**config.mk**
```make
export PLATFORM = sky130hd
export DESIGN_NAME = reg_file_sb
export DESIGN_NICKNAME = d
export VERILOG_FILES = /design/src/rtl/reg_file_sb.sv
export SDC_FILE = /design/constraint.sdc
export NUM_CORES = 2
export LEC_CHECK = 0
export ABC_CLOCK_PERIOD_IN_PS = 40900
export BUFFER_PORTS_ARGS = -buffer_cell sky130_fd_sc_hd__clkbuf_2
export CORE_MARGIN = 2
export CORE_UTILIZATION = 25
export DETAILED_ROUTE_END_ITERATION = 10
export RECOVER_POWER = 100
export SLEW_MARGIN = 20
export SYNTH_ARGS = -nofsm -noshare
export SYNTH_HDL_FRONTEND = slang
export SYNTH_SLANG_ARGS = --single-unit
export TNS_END_PERCENT = 1
```
**constraint.sdc**
```tcl
create_clock -name clk -period 40.9 [get_ports clk]
set_input_delay 8.18 -clock clk [delete_from_list [all_inputs] [get_ports clk]]
set_output_delay 8.18 -clock clk [all_outputs]
set_load 0.02 [all_outputs]
```
**src/rtl/reg_file_sb.sv**
```systemverilog
// Parametrised register file with N combinational read ports, one write port,
// optional x0 hardwiring, optional same-cycle write forwarding and a busy scoreboard.
module reg_file_sb #(
   parameter int unsigned ADDRESS_WIDTH  = 5,
   parameter int unsigned DATA_WIDTH     = 32,
   parameter int unsigned NUM_READ_PORTS = 2,
   parameter int unsigned BYPASS         = 1,
   parameter int unsigned ZERO_REG       = 1
) (
   input  logic                                     clk,
   input  logic                                     rst,
   input  logic [NUM_READ_PORTS*ADDRESS_WIDTH-1:0]  A,
   output logic [NUM_READ_PORTS*DATA_WIDTH-1:0]     RD,
   output logic [NUM_READ_PORTS-1:0]                BUSY,
   input  logic [ADDRESS_WIDTH-1:0]                 A3,
   input  logic                                     WE3,
   input  logic [DATA_WIDTH-1:0]                    WD3,
   input  logic                                     SB_SET,
   input  logic [ADDRESS_WIDTH-1:0]                 SB_A,
   output logic [ADDRESS_WIDTH:0]                   BUSY_CNT
);

   localparam int unsigned DEPTH = 2 ** ADDRESS_WIDTH;
   localparam int unsigned CNT_W = ADDRESS_WIDTH + 1;
   localparam logic        ZR    = (ZERO_REG != 0);
   localparam logic        BP    = (BYPASS != 0);

   logic [DATA_WIDTH-1:0] regs [DEPTH];
   logic [DEPTH-1:0]      busy;
   logic [DEPTH-1:0]      busy_nxt;
   logic [CNT_W-1:0]      cnt_nxt;
   logic                  wr_ok;
   logic                  set_ok;

   assign wr_ok  = WE3 & ~(ZR & (A3 == '0));
   assign set_ok = SB_SET & ~(ZR & (SB_A == '0));

   // Clear is applied before set so a same-address issue and writeback leaves the bit set.
   always_comb begin
      busy_nxt = busy;
      if (WE3) begin
         busy_nxt[A3] = 1'b0;
      end
      if (set_ok) begin
         busy_nxt[SB_A] = 1'b1;
      end
   end

   always_comb begin
      cnt_nxt = '0;
      for (int unsigned k = 0; k < DEPTH; k++) begin
         cnt_nxt = cnt_nxt + CNT_W'(busy_nxt[k]);
      end
   end

   always_ff @(posedge clk or posedge rst) begin
      if (rst) begin
         busy     <= '0;
         BUSY_CNT <= '0;
      end else begin
         busy     <= busy_nxt;
         BUSY_CNT <= cnt_nxt;
      end
   end

   always_ff @(posedge clk or posedge rst) begin
      if (rst) begin
         for (int unsigned k = 0; k < DEPTH; k++) begin
            regs[k] <= '0;
         end
      end else if (wr_ok) begin
         regs[A3] <= WD3;
      end
   end

   for (genvar i = 0; i < NUM_READ_PORTS; i++) begin : g_rd
      logic [ADDRESS_WIDTH-1:0] ra;
      logic                     is_zero;
      logic                     fwd;
      logic [DATA_WIDTH-1:0]    rd_i;
      logic                     busy_i;

      assign ra = A[i*ADDRESS_WIDTH +: ADDRESS_WIDTH];

      // A forwarded write also masks the stall: its data is already on RD.
      always_comb begin
         is_zero = ZR & (ra == '0);
         fwd     = BP & WE3 & (A3 == ra) & ~is_zero;
         if (is_zero) begin
            rd_i = '0;
         end else if (fwd) begin
            rd_i = WD3;
         end else begin
            rd_i = regs[ra];
         end
         busy_i = ~is_zero & busy[ra] & ~fwd;
      end

      assign RD[i*DATA_WIDTH +: DATA_WIDTH] = rd_i;
      assign BUSY[i]                        = busy_i;
   end

endmodule

```
# Word-level counts from Yosys, hierarchy flattened
# Index checks and enable logic that the tools add are counted.
[totals]
mem_bits_rw = 0
mem_bits_ro = 0
ff_bits = 1062
latchBits = 0
input_bits = 56
out_inout_bits = 72
mem_count = 0
[op_classes]
div_mod_pow = 0
eq_ne = 2
bitwise = 22
reduce_logical = 7
n_lt_le_gt_ge = 10
addsub = 31
mul = 0
n_shift = 0
muxes = 23
[ops]
columns = ["op", "count"]
rows = [
  ["$bwmux 1024", 1],
  ["$mux 32", 11],
  ["$bmux 32 s5", 2],
  ["$demux 32 s5", 1],
  ["$add 6x1->6", 26],
  ["$and 32x32->32", 1],
  ["$not 32->32", 1],
  ["$or 32x32->32", 1],
  ["$lt 5x6->1 const B", 4],
  ["$logic_not 5->1", 4],
  ["$ge 6x6->1 const B", 3],
  ["$not 5->6", 3],
  ["$and 1x1->1", 10],
  ["$bmux 1 s5", 2],
  ["$demux 1 s5", 2],
  ["$eq 5x5->1", 2],
  ["$ge 5x1->1 const B", 2],
  ["$add 5x1->6", 1],
  ["$lt 6x1->1 const B", 1],
  ["$not 1->1", 6],
  ["$add 4x1->5", 1],
  ["$add 3x1->4", 1],
  ["$mux 1", 4],
  ["$add 2x1->3", 1],
  ["other kinds (2)", 4],
]

# Longest topological paths before layout
[logic_depth]
word_depth = 40
depth_mapped = 23

# Worst setup path after synthesis
# OpenSTA, ideal clock, no wires.
[synth_path]
kind = "input to output"
startpoint = "input port A[5]"
endpoint = "output port RD[44]"
stages = 9
t_arrival_ps = 9811
slack_ps = 22909
required_ps = 32720
path_cell_list = "buf_4 > buf_6 > buf_12 > buf_12 > buf_12 > mux2i_1 > a221oi_1 > o221ai_1 > a31oi_1"
[synth_between]
elab_chain_len = 6
elab_cells_between_ends = 11
classes_between = "eq/ne: 1; mux: 5; bitwise: 4; reduce/logical: 1"
[synth_lines]
columns = ["item", "line", "rtl"]
rows = [
  ["start, declared", "12", "input logic [NUM_READ_PORTS*ADDRESS_WIDTH-1:0] A,"],
  ["$not 5->6 (implied by the code)", "94", "rd_i = regs[ra];"],
  ["$bmux 32 s5", "94", ""],
  ["$mux 32 (implied by the code) (2 in series)", "94", ""],
  ["$mux 32", "91", "end else if (fwd) begin"],
  ["$mux 32 (*)", "89", "if (is_zero) begin"],
  ["end, declared", "13", "output logic [NUM_READ_PORTS*DATA_WIDTH-1:0] RD,"],
]
# Every way passes the cells marked *; elsewhere a longest branch is shown, timed or not. The select of a mux whose other input is x is not followed.

# Final worst setup path
[layout_path]
startpoint = "input port A[1]"
endpoint = "output port RD[21]"
# Same word-level chain as after synthesis.

==> impl_metrics.toml <==
[die]
core_area_sq_mm = 0.230
dieWidth_microns = 486
row_count = 176
die_y_microns = 486
start_util_pct = 25.2
ios = 128
dieArea_sq_mm = 0.236

[timing]
worst_pin_slew_ns = 8.70
drv_slew = 2343
skew_ns = 0.0193
final-hold-violation-count = 0
setup_viol = 0
max_clock_freq_mhz = 34.2
fin_setup_tns_ns = 0
grt_setup_unrepaired = "false"
timing.final.crit_period_ns = 29.21
slew_headroom_pct = -480
period_share_pct = 71.4

[placement]
dpl_cell_area_sq_mm = 0.0611
routabilityCongestion = 0.800
io_buffers = 127
hpwlAfterDp_microns = 105000

[route]
wl_per_cell_microns = 26.5
ant_nets = 0
drt_iter0_drc = 3419
wl_met1_microns = 78700
routed_wl_microns = 188000
dr.max_layer_used = "met5"
num_vias = 38000
dr_wl_met2_microns = 89100
drt-pass1-iter-count = 5
wl_met3_microns = 14500
drc = 0
vias_per_cell = 5.35

[logic_synthesis]
synthFlopType = "dfrtp_1"
synth_edf_count = 0
synth_seq_area_share_pct = 45.8
ys_ff_latch = 1062
avgSynthCellArea_sq_um = 14.1
yosys_warnings = 0
synth_cell_types = 58
async_flop_share_pct = 100
netlist_instances = 4121
synth_area_sq_mm = 0.0580
syn_nets = 4208

[hold_path]
hold_end = "regs[1000]"
hold_depth = 0
hp-start = "regs[1000]"
hold_class = "reg -> reg"

[pwr]
power.density_mw_per_mm2 = 52.9
p_leak_uw = 0.0275
vdd_drop_max_uv = 123

[global_route]
grt_max_degree = 172
antenna_found_initial = 14
overflow = 0
grt_pass1_wl_microns = 276000
gr-usage-all-layers_pct = 15.7
grt_pass1_vias = 39300

[cells_and_area]
area_growth_pct = 11.3
multi_input_area_sq_mm = 0.0292
final_util_pct = 28.1
fill_cells = 23400
seq_area_sq_mm = 0.0266
most-common-layout-cells = "1062 x dfrtp_1, 990 x mux2_2, 389 x mux2i_1"
layout_commonest_cell = "dfrtp_1"
finish.instance_area_sq_mm = 0.0646
drive_above_1_share_pct = 42.2
nets = 4059

[setup_path]
slowest_delay_ns = 4.31
cp_top_family = "buffers and inverters"
crit_buf_inv = 5
crit_path_start_kind = "input pin"
critical_path_class = "in -> out"
path_cells = "clkbuf_1, clkbuf_1, clkbuf_1, nor3_1, nand2_1, clkbuf_1, o221a_1, clkbuf_1"
cp_max_fo = 80
rr_worst_depth = 19
rr_startpoint = "busy[21]"
reg2reg_to = "BUSY_CNT[4]"
cp.arrival_ns = 21.03
path_depth = 8
r2r_setup_slack_ns = 35.81
critPathCaptureType = "output pin"
cp.required_ns = 32.72
cp_slowest_cell = "clkbuf_1"
cp_common_cell = "clkbuf_1"

[clocking]
cts_resized = 0
clock-sinks = 1062
path_clk_slew_ns = 0.06
cts_setup_buffers = 0
cts.path.max_buffers = 3
cts_tree = "built"
ctsHtreeMaxLevel = 3
cts_hold_buf = 0
cts-buffers-inserted = 112
cts-root-buf = "clkbuf_16"
clk_latency_ns = 0.77

[status]
violations = "max-capacitance violations, max-slew violations"
status = "finished, violations left"

[flow_run]
drv_cap = 49
-- layout make-up --
type                    instances  share of cell area, %
inverters                      38                  0.223
diodes                          6                 0.0232
multi-input cells            2543                   45.2
well taps                    3026                   5.86
clock inverters                47                  0.804
repair buffers                215                   1.73
flip-flops and latches       1062                   41.1
clock buffers                 163                   5.08
-- worst max path at each step --
stage | startpoint | end | slack [ns]
finish | A[1] | RD[21] | 11.69
global route | rst | regs[631] | 11.11
CTS | A[5] | RD[50] | 19.78
detailed placement | A[5] | RD[50] | 19.78
global placement | A[5] | RD[50] | 19.77
floorplan | rst | BUSY_CNT[0] | 2.83
-- sequential cells by signal, summed over array words and instances, names as in the netlist --
register  count
regs       1024
busy         32
BUSY_CNT      6
-- worst reg2reg max path: stages, from the launching register on --
cell	delay, ns
dfrtp_1	0.39
o21ai_0	0.07
o21ai_0	0.25
fa_1	0.57
inv_1	0.05
fa_1	0.47
inv_1	0.05
fa_1	0.46
fa_1	0.55
inv_1	0.06
fa_1	0.47
inv_1	0.05
fa_1	0.51
ha_1	0.17
inv_1	0.06
fa_1	0.44
inv_1	0.07
a21o_1	0.10
a21oi_1	0.07
xnor2_1	0.12
-- metrics by stage --
step                total power (uW)  cells  hold WS, ns  worst slack [ns]
floorplan                       2150   4121        0.442              2.83
global placement                2350   6884        0.383             19.77
detailed placement              2380   6884        0.388             19.78
CTS                             3450   7094        0.401             19.78
global route                    3620   7097        0.412             11.11
finish                          3420   7100        0.396             11.69
-- cells by family (layout without fill, tap and decap cells) --
| kind of cell | after synthesis | in the layout | synth area share, % |
|---|---|---|---|
| buffers and inverters | 516 | 463 | 4.32 |
| muxes | 1721 | 1721 | 39.1 |
| adders and majority gates | 31 | 31 | 0.979 |
| DFF | 1062 | 1062 | 45.8 |
| AOI/OAI and AO/OA | 652 | 652 | 8.51 |
| xor gates and xnor gates | 13 | 13 | 0.196 |
| and+or+nand+nor | 126 | 126 | 1.13 |
| other | 0 | 6 | 0 |
-- report_power, final --
part / total (uW) / internal, uW / switching [uW]
registers: 1410 / 1260 / 145
logic: 949 / 507 / 442
clock network: 1060 / 608 / 453
total: 3420 / 2380 / 1040
-- cell usage after synthesis (4+ instances only) --
cell type / count / share of area (%)
nor3_1: 5 / 0.043
mux2i_1: 389 / 6.7
mux2_1: 6 / 0.12
nor2_1: 20 / 0.13
a22oi_1: 129 / 1.7
fa_1: 24 / 0.83
a21boi_0: 21 / 0.27
nor2b_1: 9 / 0.097
nand3b_1: 5 / 0.065
a31oi_1: 32 / 0.34
nand3_1: 9 / 0.078
buf_12: 4 / 0.14
buf_1: 38 / 0.25
xnor2_1: 5 / 0.075
a21boi_1: 10 / 0.13
nand2_1: 41 / 0.27
o221ai_1: 32 / 0.48
and3b_1: 4 / 0.060
buf_2: 144 / 1.2
o221a_1: 8 / 0.16
a221oi_2: 19 / 0.49
buf_6: 20 / 0.39
nor3b_1: 10 / 0.13
mux2_2: 990 / 19
o21ai_1: 61 / 0.53
a221oi_1: 74 / 1.1
ha_1: 7 / 0.15
inv_1: 38 / 0.25
a22o_1: 110 / 1.7
o221a_2: 25 / 0.49
a21oi_1: 38 / 0.33
o21ai_0: 83 / 0.72
mux4_2: 336 / 13
clkbuf_1: 230 / 1.5
xor2_1: 8 / 0.12
dfrtp_1: 1062 / 46
buf_4: 35 / 0.45
-- layer usage --
| layer | vias up | GRT usage (%) |
|---|---|---|
| met3 | 403 | 3.52 |
| met2 | 1489 | 25.3 |
| met1 | 20500 | 20.7 |
| met4 | 14 | 5.25 |
| li1 | 15600 | - |
| met5 | - | 0 |
(Power assumes the default switching activity.)
